`src/rtl/host_block_reader.sv`:
```
// SPI mode-0 master that fetches one BLOCKSIZE-byte block from the FPGA sample FIFO
// when rdy is seen, and issues a FIFO-clear command on request.
module host_block_reader #(
  parameter int         BLOCKSIZE = 8192,
  parameter int         CLKDIV    = 4,
  parameter int         GAP       = 16,
  parameter logic [7:0] CMD_READ  = 8'h01,
  parameter logic [7:0] CMD_CLR   = 8'h02
) (
  input  logic                       clk,
  input  logic                       arstn,
  input  logic                       enable,
  input  logic                       clr_req,
  input  logic                       rdy,
  input  logic                       miso,
  output logic                       sck,
  output logic                       mosi,
  output logic [7:0]                 rdata,
  output logic                       rvalid,
  output logic                       busy,
  output logic                       block_done,
  output logic [$clog2(BLOCKSIZE):0] byte_cnt
);

  localparam int CNT_W = $clog2(BLOCKSIZE) + 1;
  localparam int DIV_W = $clog2(CLKDIV);
  localparam int GAP_W = (GAP > 1) ? $clog2(GAP) : 1;

  typedef enum logic [1:0] {
    S_IDLE,
    S_CMD,
    S_DATA,
    S_GAP
  } state_t;

  state_t           state_q, state_d;
  logic             rdy_meta_q, rdy_s_q;
  logic             miso_meta_q, miso_s_q;
  logic [DIV_W-1:0] div_q, div_d;
  logic [2:0]       bit_q, bit_d;
  logic             sck_q, sck_d;
  logic [7:0]       tx_q, tx_d;
  logic [6:0]       rx_q, rx_d;
  logic             is_clr_q, is_clr_d;
  logic             clr_pend_q, clr_pend_d;
  logic [7:0]       rdata_q, rdata_d;
  logic             rvalid_q, rvalid_d;
  logic             block_done_q, block_done_d;
  logic [CNT_W-1:0] byte_cnt_q, byte_cnt_d;
  logic [GAP_W-1:0] gap_q, gap_d;

  logic half_end;
  logic sample;
  logic bit_end;

  // Sampling happens in the first high cycle of sck so the two-stage miso
  // synchronizer has caught up with data launched on the previous falling edge.
  assign half_end = (div_q == DIV_W'(CLKDIV - 1));
  assign sample   = sck_q && (div_q == '0);
  assign bit_end  = sck_q && half_end;

  always_comb begin
    // NOTE: every signal gets a default before the case so no path leaves it
    // unassigned; otherwise synthesis infers a latch to hold the old value.
    state_d      = state_q;
    div_d        = div_q;
    bit_d        = bit_q;
    sck_d        = sck_q;
    tx_d         = tx_q;
    rx_d         = rx_q;
    is_clr_d     = is_clr_q;
    clr_pend_d   = clr_pend_q;
    rdata_d      = rdata_q;
    rvalid_d     = 1'b0;
    block_done_d = 1'b0;
    byte_cnt_d   = byte_cnt_q;
    gap_d        = gap_q;

    unique case (state_q)
      S_IDLE: begin
        div_d = '0;
        bit_d = '0;
        sck_d = 1'b0;
        gap_d = '0;
        if (clr_pend_q) begin
          state_d    = S_CMD;
          is_clr_d   = 1'b1;
          tx_d       = CMD_CLR;
          byte_cnt_d = '0;
        end else if (enable && rdy_s_q) begin
          state_d    = S_CMD;
          is_clr_d   = 1'b0;
          tx_d       = CMD_READ;
          byte_cnt_d = '0;
        end
      end

      S_CMD, S_DATA: begin
        if (half_end) begin
          div_d = '0;
          sck_d = ~sck_q;
        end else begin
          div_d = div_q + DIV_W'(1);
        end

        if (state_q == S_DATA && sample) begin
          rx_d = {rx_q[5:0], miso_s_q};
          if (bit_q == 3'd7) begin
            rdata_d      = {rx_q, miso_s_q};
            rvalid_d     = 1'b1;
            byte_cnt_d   = byte_cnt_q + CNT_W'(1);
            block_done_d = (byte_cnt_q == CNT_W'(BLOCKSIZE - 1));
          end
        end

        // Bit boundary: falling sck; the next mosi bit is presented now.
        if (bit_end) begin
          bit_d = bit_q + 3'd1;
          tx_d  = {tx_q[6:0], 1'b0};
          if (bit_q == 3'd7) begin
            if (state_q == S_CMD) begin
              if (is_clr_q) begin
                clr_pend_d = 1'b0;
                state_d    = S_GAP;
              end else begin
                state_d = S_DATA;
              end
            end else if (byte_cnt_q == CNT_W'(BLOCKSIZE)) begin
              state_d = S_GAP;
            end
          end
        end
      end

      S_GAP: begin
        gap_d = gap_q + GAP_W'(1);
        if (gap_q == GAP_W'(GAP - 1)) state_d = S_IDLE;
      end

      default: state_d = S_IDLE;
    endcase

    // A new request wins over the completion clear so a request landing on
    // the last CLR bit is deferred rather than lost.
    if (clr_req) clr_pend_d = 1'b1;
  end

  // NOTE: sequential state uses non-blocking assignments so every flop samples
  // the pre-edge values regardless of statement order.
  always_ff @(posedge clk or negedge arstn) begin
    if (!arstn) begin
      state_q      <= S_IDLE;
      rdy_meta_q   <= 1'b0;
      rdy_s_q      <= 1'b0;
      miso_meta_q  <= 1'b0;
      miso_s_q     <= 1'b0;
      div_q        <= '0;
      bit_q        <= '0;
      sck_q        <= 1'b0;
      tx_q         <= '0;
      rx_q         <= '0;
      is_clr_q     <= 1'b0;
      clr_pend_q   <= 1'b0;
      rdata_q      <= '0;
      rvalid_q     <= 1'b0;
      block_done_q <= 1'b0;
      byte_cnt_q   <= '0;
      gap_q        <= '0;
    end else begin
      state_q      <= state_d;
      rdy_meta_q   <= rdy;
      rdy_s_q      <= rdy_meta_q;
      miso_meta_q  <= miso;
      miso_s_q     <= miso_meta_q;
      div_q        <= div_d;
      bit_q        <= bit_d;
      sck_q        <= sck_d;
      tx_q         <= tx_d;
      rx_q         <= rx_d;
      is_clr_q     <= is_clr_d;
      clr_pend_q   <= clr_pend_d;
      rdata_q      <= rdata_d;
      rvalid_q     <= rvalid_d;
      block_done_q <= block_done_d;
      byte_cnt_q   <= byte_cnt_d;
      gap_q        <= gap_d;
    end
  end

  assign sck        = sck_q;
  assign mosi       = tx_q[7];
  assign rdata      = rdata_q;
  assign rvalid     = rvalid_q;
  assign busy       = (state_q != S_IDLE);
  assign block_done = block_done_q;
  assign byte_cnt   = byte_cnt_q;

endmodule

```
`config.mk`:
```
export PLATFORM = sky130hd
export DESIGN_NAME = host_block_reader
export DESIGN_NICKNAME = d
export VERILOG_FILES = /design/src/rtl/host_block_reader.sv
export SDC_FILE = /design/constraint.sdc
export NUM_CORES = 1
export LEC_CHECK = 0
export ABC_AREA = 1
export BUFFER_PORTS_ARGS = -buffer_cell sky130_fd_sc_hd__buf_4
export CORE_UTILIZATION = 45
export CTS_BUF_LIST = sky130_fd_sc_hd__clkbuf_2
export DETAILED_ROUTE_END_ITERATION = 10
export GPL_TIMING_DRIVEN = 0
export PLACE_DENSITY = 0.61
export SETUP_SLACK_MARGIN = 0.4
export SYNTH_ARGS = -nofsm -noshare
export SYNTH_HDL_FRONTEND = slang
export SYNTH_SLANG_ARGS = --single-unit
```
`constraint.sdc`:
```
create_clock -name clk -period 3.65 [get_ports clk]
set_clock_uncertainty 0.1 [all_clocks]
set_input_delay 0.365 -clock clk [delete_from_list [all_inputs] [get_ports clk]]
set_output_delay 0.365 -clock clk [all_outputs]
set_load 0.02 [all_outputs]
```
==> metrics.md, run 1 <==
| Metric | Value |
|---|---|
| Outcome | `completed` |
| Register area share after synthesis | `about half` |
| CTS sink count | `57` |
| Endpoint required time on the critical path | `about 3.9 ns` |
| Endpoints failing setup | `0` |
| Total wire length | `approximately 5.5 mm` |
| IO Pins | `33` |
| MaxCap Viol Count | `0` |
| Number of buffers created by CTS | `9` |
| Arrival time at the worst endpoint | `around 2.3 ns` |
| Synth area leaders | `dfrtp_1 (52%), nand2_1 (10%), inv_1 (5.6%)` |
| Final nets | `between 300 and 400` |
| PD cells | `around 320 nW/µm²` |
| Sw frac | `around a quarter` |
| Die X | `~80 µm` |
| Fill count | `about 560` |
| Critical Path Start | `state_q[0]` |
| FF-to-FF setup slack | `between 1.5 and 2 ns` |
| Initial antenna violation count | `0` |
| Setup TNS | `0 ns` |
| Post-synth top cells | `nand2_1 (77), dfrtp_1 (57), inv_1 (41), o21ai_0 (28), nand3_1 (25)` |
| Vias in the first global route | `around 2000` |
| Max clock buf depth | `2` |
| Resized cells post-CTS | `0` |
| Actual slew at the worst max-slew pin | `a little over 0.7 ns` |
| Worst slew margin | `between 50 and 60%` |
| Synth area leader | `dfrtp_1` |
| Initial core utilization | `a little under half` |
| Post-CTS setup buffer count | `0` |
| Post-synth top area share | `around 52%` |
| Syn_area_per_cell | `roughly 8.7 µm²` |
| Core ar. | `about 5900 µm²` |
| Yosys reg bits | `between 50 and 60` |
| CTS tree | `yes` |
| Final Hold Viols | `0` |
| Worst vdd ir | `about 0.20 mV` |
| Fraction of layout cells with a size suffix above 1 | `17.12%` |
| Routed len/inst | `about 12 µm` |
| Sequential share of power | `between 60 and 70%` |
| Critical Path Source Type | `flop` |
| Max Slew Vio Count | `0` |
| Mapped Area | `approximately 2800 µm²` |
| IO buf count | `32` |
| First-pass GRT wire length | `9.328 mm` |
| Beginning of the worst register-to-register path | `state_q[0]` |
| Die height | `between 80 and 90 µm` |
| Ys async rst share | `100.0%` |
| RSZ-0062 raised after global routing | `no` |
| Rows | `28` |
| Clock power frac | `a little under two fifths` |
| H-tree depth | `3` |
| Post-DR vias/cell | `~5.0` |
| Worst setup EP type | `flop` |
| DRC | `0` |
| Inst Count DP | `between 400 and 500` |
| Synth warn | `0` |
| FMAX | `503.8 MHz` |
| Post-route setup slack | `between 1.5 and 2 ns` |
| Top-count cell post-synth | `nand2_1` |
| Reg clk slew, reported paths | `between 0.15 and 0.2 ns` |
| Combinational share of power | `1.9%` |
| Post-synth EDFFs | `0` |
| GR Overflow Total | `0` |
| Mapped Nets | `334` |
| Iter 0 DRT Violations | `140` |
| Gr usage total | `19.56%` |
| Hold Crit Class | `in -> reg` |
| Clock Tree Root | `clkbuf_2` |
| P_sw | `0.0002499 W` |
| Area delta synth->final | `17.49%` |
| Setup Crit Path Kind | `reg -> reg` |
| Synthesized instance count | `~320` |
| Main synth FF type | `dfrtp_1` |
| Largest net degree at the start of global routing | `between 50 and 60` |
| Clock Latency Late Sink | `0.47 ns` |
| Post-route clock period utilization | `around 54%` |
| Die area | `roughly 6400 µm²` |
| GPL Wtd Cong | `between 0.8 and 0.9` |
| Synth cell types | `28` |
| Pre-antenna DRT Iters | `4` |
| Non-Filler Instances | `443` |
| Leak | `1.602 nW` |
| Hold_sp | `enable` |
| Fin crit period | `between 1.5 and 2 ns` |
| Internal | `0.0007962 W` |
| Post-route ant nets | `0` |
| Post-DP HPWL | `roughly 3.8 mm` |
| Crit Path Max Fanout | `10` |
| Antenna fix cells | `0` |
| Setup WS pre-CTS | `about 1.7 ns` |
| DR vias | `around 2200` |
final timing paths:
check                              end  cells after the start
max                        byte_cnt[8]                      8
max reg2reg                byte_cnt[8]                      8
min reg2reg                   miso_s_q                      0
max in group asynchronous     bit_q[1]                      2
min in group asynchronous     rdata[4]                      2
min                           is_clr_q                      4
logic make-up after synthesis:
kind of cell             share of synthesized area, %
flip-flops                                      51.79
buffers and inverters                           7.632
AND/OR/NAND/NOR                                 25.08
XOR/XNOR                                       0.6362
adder cells (fa/ha/maj)                         4.998
AO/OA/AOI/OAI                                   9.860
power groups by stage:
| stage | clock network (W) | registers (W) | logic [W] |
|---|---|---|---|
| after floorplan | 0 | 0.000646 | 0.000000852 |
| after global placement | 0 | 0.000646 | 0.0000179 |
| after detailed placement | 0 | 0.000646 | 0.0000180 |
| after CTS | 0.000408 | 0.000635 | 0.0000213 |
| after global routing | 0.000436 | 0.000635 | 0.0000238 |
| final | 0.000392 | 0.000635 | 0.0000199 |
flip-flops by register name, summed over array words and instances, names as in the netlist, 2 cells and up:
| name | cells |
|---|---|
| tx_q | 8 |
| gap_q | 4 |
| rx_q | 7 |
| state_q | 2 |
| byte_cnt | 14 |
| div_q | 2 |
| bit_q | 3 |
| rdata | 8 |
metrics by stage:
stage	instance area [µm²]	total power, W	utilization [%]	hold WS (ns)
global placement	3088	0.0006640	52.16	0.2335
finish	3236	0.001046	54.65	0.1591
detailed placement	3088	0.0006642	52.16	0.2381
global route	3236	0.001095	54.65	0.1586
CTS	3236	0.001064	54.65	0.1196
floorplan	2754	0.0006471	-	-0.03059
cell type report:
type                       count  area, µm²  area share (%)
clock inverter                 5      57.56           1.779
tap                           75      93.84           2.900
buffer                         7      52.55           1.624
multi-input combinational    211       1117           34.53
inverter                      42      157.7           4.872
timing repair buffer          36      280.3           8.662
clock buffer                  10      50.05           1.547
sequential                    57       1426           44.08
layer usage:
metal  wire, µm  vias up  part of all wire [%]  track usage (%)
met4        114        0                   2.1            11.79
met5          0        -                     0                0
met3        218        9                   4.0            4.205
li1           -     1131                     -                -
met1       2746     1010                    50            25.65
met2       2437       44                    44            29.49
critical path: stages (launching register included):
cell and delay [ns]:
dfrtp_1 0.43, inv_1 0.08, ha_1 0.29, buf_6 0.13, nand4_4 0.17, a21oi_4 0.37, buf_6 0.19, nand4_1 0.07
o21ai_0 0.08
what timing repair did:
| item | 4_1_cts | 5_1_grt |
|---|---|---|
| hold buffers | 4 | 0 |
| hold endpoints to repair | 60 | 0 |
| endpoints found under the setup margin | 0 | 0 |
cells in the final DEF (no fill, tap or decap), types with 2 or more instances in the layout:
master / Yosys / final
a21oi_1: 8 / 8
buf_2: 3 / 3
buf_4: 0 / 32
buf_6: 3 / 3
clkbuf_2: 0 / 10
clkinvlp_4: 0 / 3
dfrtp_1: 57 / 57
dlygate4sd3_1: 0 / 4
ha_1: 11 / 11
inv_1: 41 / 41
nand2_1: 77 / 77
nand2_2: 2 / 2
nand3_1: 25 / 25
nand3_2: 3 / 3
nand4_1: 9 / 9
nor2_1: 24 / 24
nor3_1: 6 / 6
o21ai_0: 28 / 28
o21bai_1: 2 / 2
o31ai_1: 5 / 5
xor2_1: 2 / 2
Power figures use the tool's default switching activity.
==> run 2, diff against run 1 <==
==> constraint.sdc (replaced) <==
create_clock -name clk -period 1.95 [get_ports clk]
set_clock_uncertainty 0.1 [all_clocks]
set_input_delay 0.195 -clock clk [delete_from_list [all_inputs] [get_ports clk]]
set_output_delay 0.195 -clock clk [all_outputs]
set_load 0.02 [all_outputs]
==> metrics.md, run 2 (same netlist as run 1, synthesis figures left out) <==
| Metric | Value |
|---|---|
| Outcome | `finished with violations` |
| Failing checks | `design-rule violations` |
| Gr usage total | `22.43% (+2.9 points)` |
| Final nets | `415 (+8.9%)` |
| Post-route cell area | `3826 µm² (+18%)` |
| Area delta synth->final | `38.94%` |
| Leak | `1.830 nW (+14%)` |
| Routed len/inst | `14.45 µm (+16%)` |
| DRC | `1 (+1)` |
| CTS sink count | `57 (unchanged)` |
| Setup Crit Path Kind | `reg -> reg` |
| CTS tree | `yes` |
| Arrival time at the worst endpoint | `2.18 ns (-0.10 ns)` |
| Max clock buf depth | `2 (unchanged)` |
| Worst setup EP type | `flop` |
| Core ar. | `5921 µm² (unchanged)` |
| GR Overflow Total | `0 (unchanged)` |
| Antenna fix cells | `0 (unchanged)` |
| Iter 0 DRT Violations | `140 (unchanged)` |
| Clock Tree Root | `clkbuf_2` |
| Number of buffers created by CTS | `9 (unchanged)` |
| Total wire length | `6.893 mm (+25%)` |
| Worst vdd ir | `0.4660 mV (+130%)` |
| IO Pins | `33 (unchanged)` |
| DR vias | `2463 (+12%)` |
| Rows | `28 (unchanged)` |
| Reg clk slew, reported paths | `0.18 ns (+0.02 ns)` |
| Crit Path Max Fanout | `9 (-1)` |
| Final Hold Viols | `0 (unchanged)` |
| H-tree depth | `3 (unchanged)` |
| Commonest non-fill, non-tap cell in the layout | `nand2_1` |
| Hold Slack | `0.1397 ns (-0.01935 ns)` |
| MaxCap Viol Count | `0 (unchanged)` |
| Clock Latency Late Sink | `0.52 ns (+0.05 ns)` |
| Max reg flops | `14 (unchanged)` |
| Non-Filler Instances | `477 (+7.7%)` |
| Fin crit period | `1.817 ns (-0.1678 ns)` |
| Pre-antenna DRT Iters | `7 (+3)` |
| PD cells | `483.6 nW/µm² (+50%)` |
| Vias in the first global route | `2312 (+14%)` |
| RSZ-0062 raised after global routing | `yes` |
| Commonest cells after routing, fill and taps aside | `nand2_1 (67), buf_4 (58), dfrtp_1 (56)` |
| Critical Path Source Type | `flop` |
| Worst slew margin | `52.03% (-0.18 points)` |
| Post-route clock period utilization | `93.18% (+39 points)` |
| Endpoints failing setup | `0 (unchanged)` |
| First-pass GRT wire length | `10.65 mm (+14%)` |
| Die X | `80.23 µm (unchanged)` |
| Die area | `6437 µm² (unchanged)` |
| Placed instance area | `3094 µm² (+0.20%)` |
| Post-route ant nets | `0 (unchanged)` |
| GPL Wtd Cong | `0.8792 (+3.3%)` |
| IO buf count | `32 (unchanged)` |
| Post-DP HPWL | `3.990 mm (+4.5%)` |
| Initial core utilization | `46.51% (unchanged)` |
| Post-DR vias/cell | `5.164 (+4.3%)` |
| Inst Count DP | `424 (unchanged)` |
| Actual slew at the worst max-slew pin | `0.7196 ns (+0.002770 ns)` |
| Hold Crit Class | `in -> async` |
| FMAX | `550.3 MHz (+9.2%)` |
| Endpoint required time on the critical path | `2.31 ns (-1.63 ns)` |
| Fraction of layout cells with a size suffix above 1 | `35.57% (+18 points)` |
| Fill count | `506 (-9.3%)` |
| Die height | `80.23 µm (unchanged)` |
| Initial antenna violation count | `0 (unchanged)` |
| Largest net degree at the start of global routing | `58 (unchanged)` |
| Max Slew Vio Count | `0 (unchanged)` |
[run 2: area by class of cell]
class                      instances  area, µm²  area share, %
sequential                        57       1428          37.31
multi-input combinational        211       1354          35.38
tap                               75      93.84          2.453
clock buffer                       9      45.04          1.177
inverter                          42      165.2          4.317
timing repair buffer              70      614.3          16.06
buffer                             7      90.09          2.354
clock inverter                     6      36.28         0.9483
[run 2: stage by stage]
stage                     total power (W)  util, %   TNS, ns  setup slack (ns)
final                            0.001850    64.62         0            0.1329
after global routing             0.001921    64.62         0           0.05757
after CTS                        0.001868    60.67         0            0.1878
after detailed placement         0.001244    52.26  -0.05435          -0.02184
after global placement           0.001243    52.26         0           0.02767
after floorplan                  0.001211        -         0            0.2441
[run 2: timing repair]
item                                    4_1_cts  5_1_grt
hold buffers                                  5        0
gates resized for setup                      44       48
endpoints found under the setup margin       50       53
gates cloned                                  3        0
hold endpoints to repair                     61        0
pin swaps                                     6       10
buffers inserted                             18       12
[run 2: per-layer routing]
layer  GRT usage, %  vias to the layer above  share of wire (%)
met3          5.000                       15                4.4
met5              0                        -                  0
met1          27.97                     1178                 45
met2          35.30                       64                 49
li1               -                     1206                  -
met4          13.75                        0                2.4
[run 2: path summary, 6_finish.rpt]
| check | startpoint | end | slack (ns) | depth (start not counted) |
|---|---|---|---|---|
| min in group clk | rdy | rdy_meta_q | 0.23 | 2 |
| max in group asynchronous | arstn | byte_cnt[10] | 1.08 | 2 |
| min reg2reg | rdy_meta_q | rdy_s_q | 0.28 | 0 |
| min | arstn | rdata[4] | 0.14 | 2 |
| max | state_q[0] | byte_cnt[13] | 0.13 | 11 |
| max reg2reg | state_q[0] | byte_cnt[13] | 0.13 | 11 |
[run 2: critical path: stages, from the launching register on]
cell,delay [ns]
dfrtp_1,0.42
inv_2,0.09
ha_4,0.21
buf_8,0.14
inv_4,0.09
nand2_4,0.09
a21oi_4,0.20
buf_12,0.15
nand3_2,0.06
nand2_1,0.08
nand2_1,0.05
nor2_1,0.08
[run 2: power breakdown]
| group | switching (W) | internal, W |
|---|---|---|
| Sequential | 0.00000110 | 0.00119 |
| Clock | 0.000473 | 0.000150 |
| Combinational | 0.0000258 | 0.0000135 |
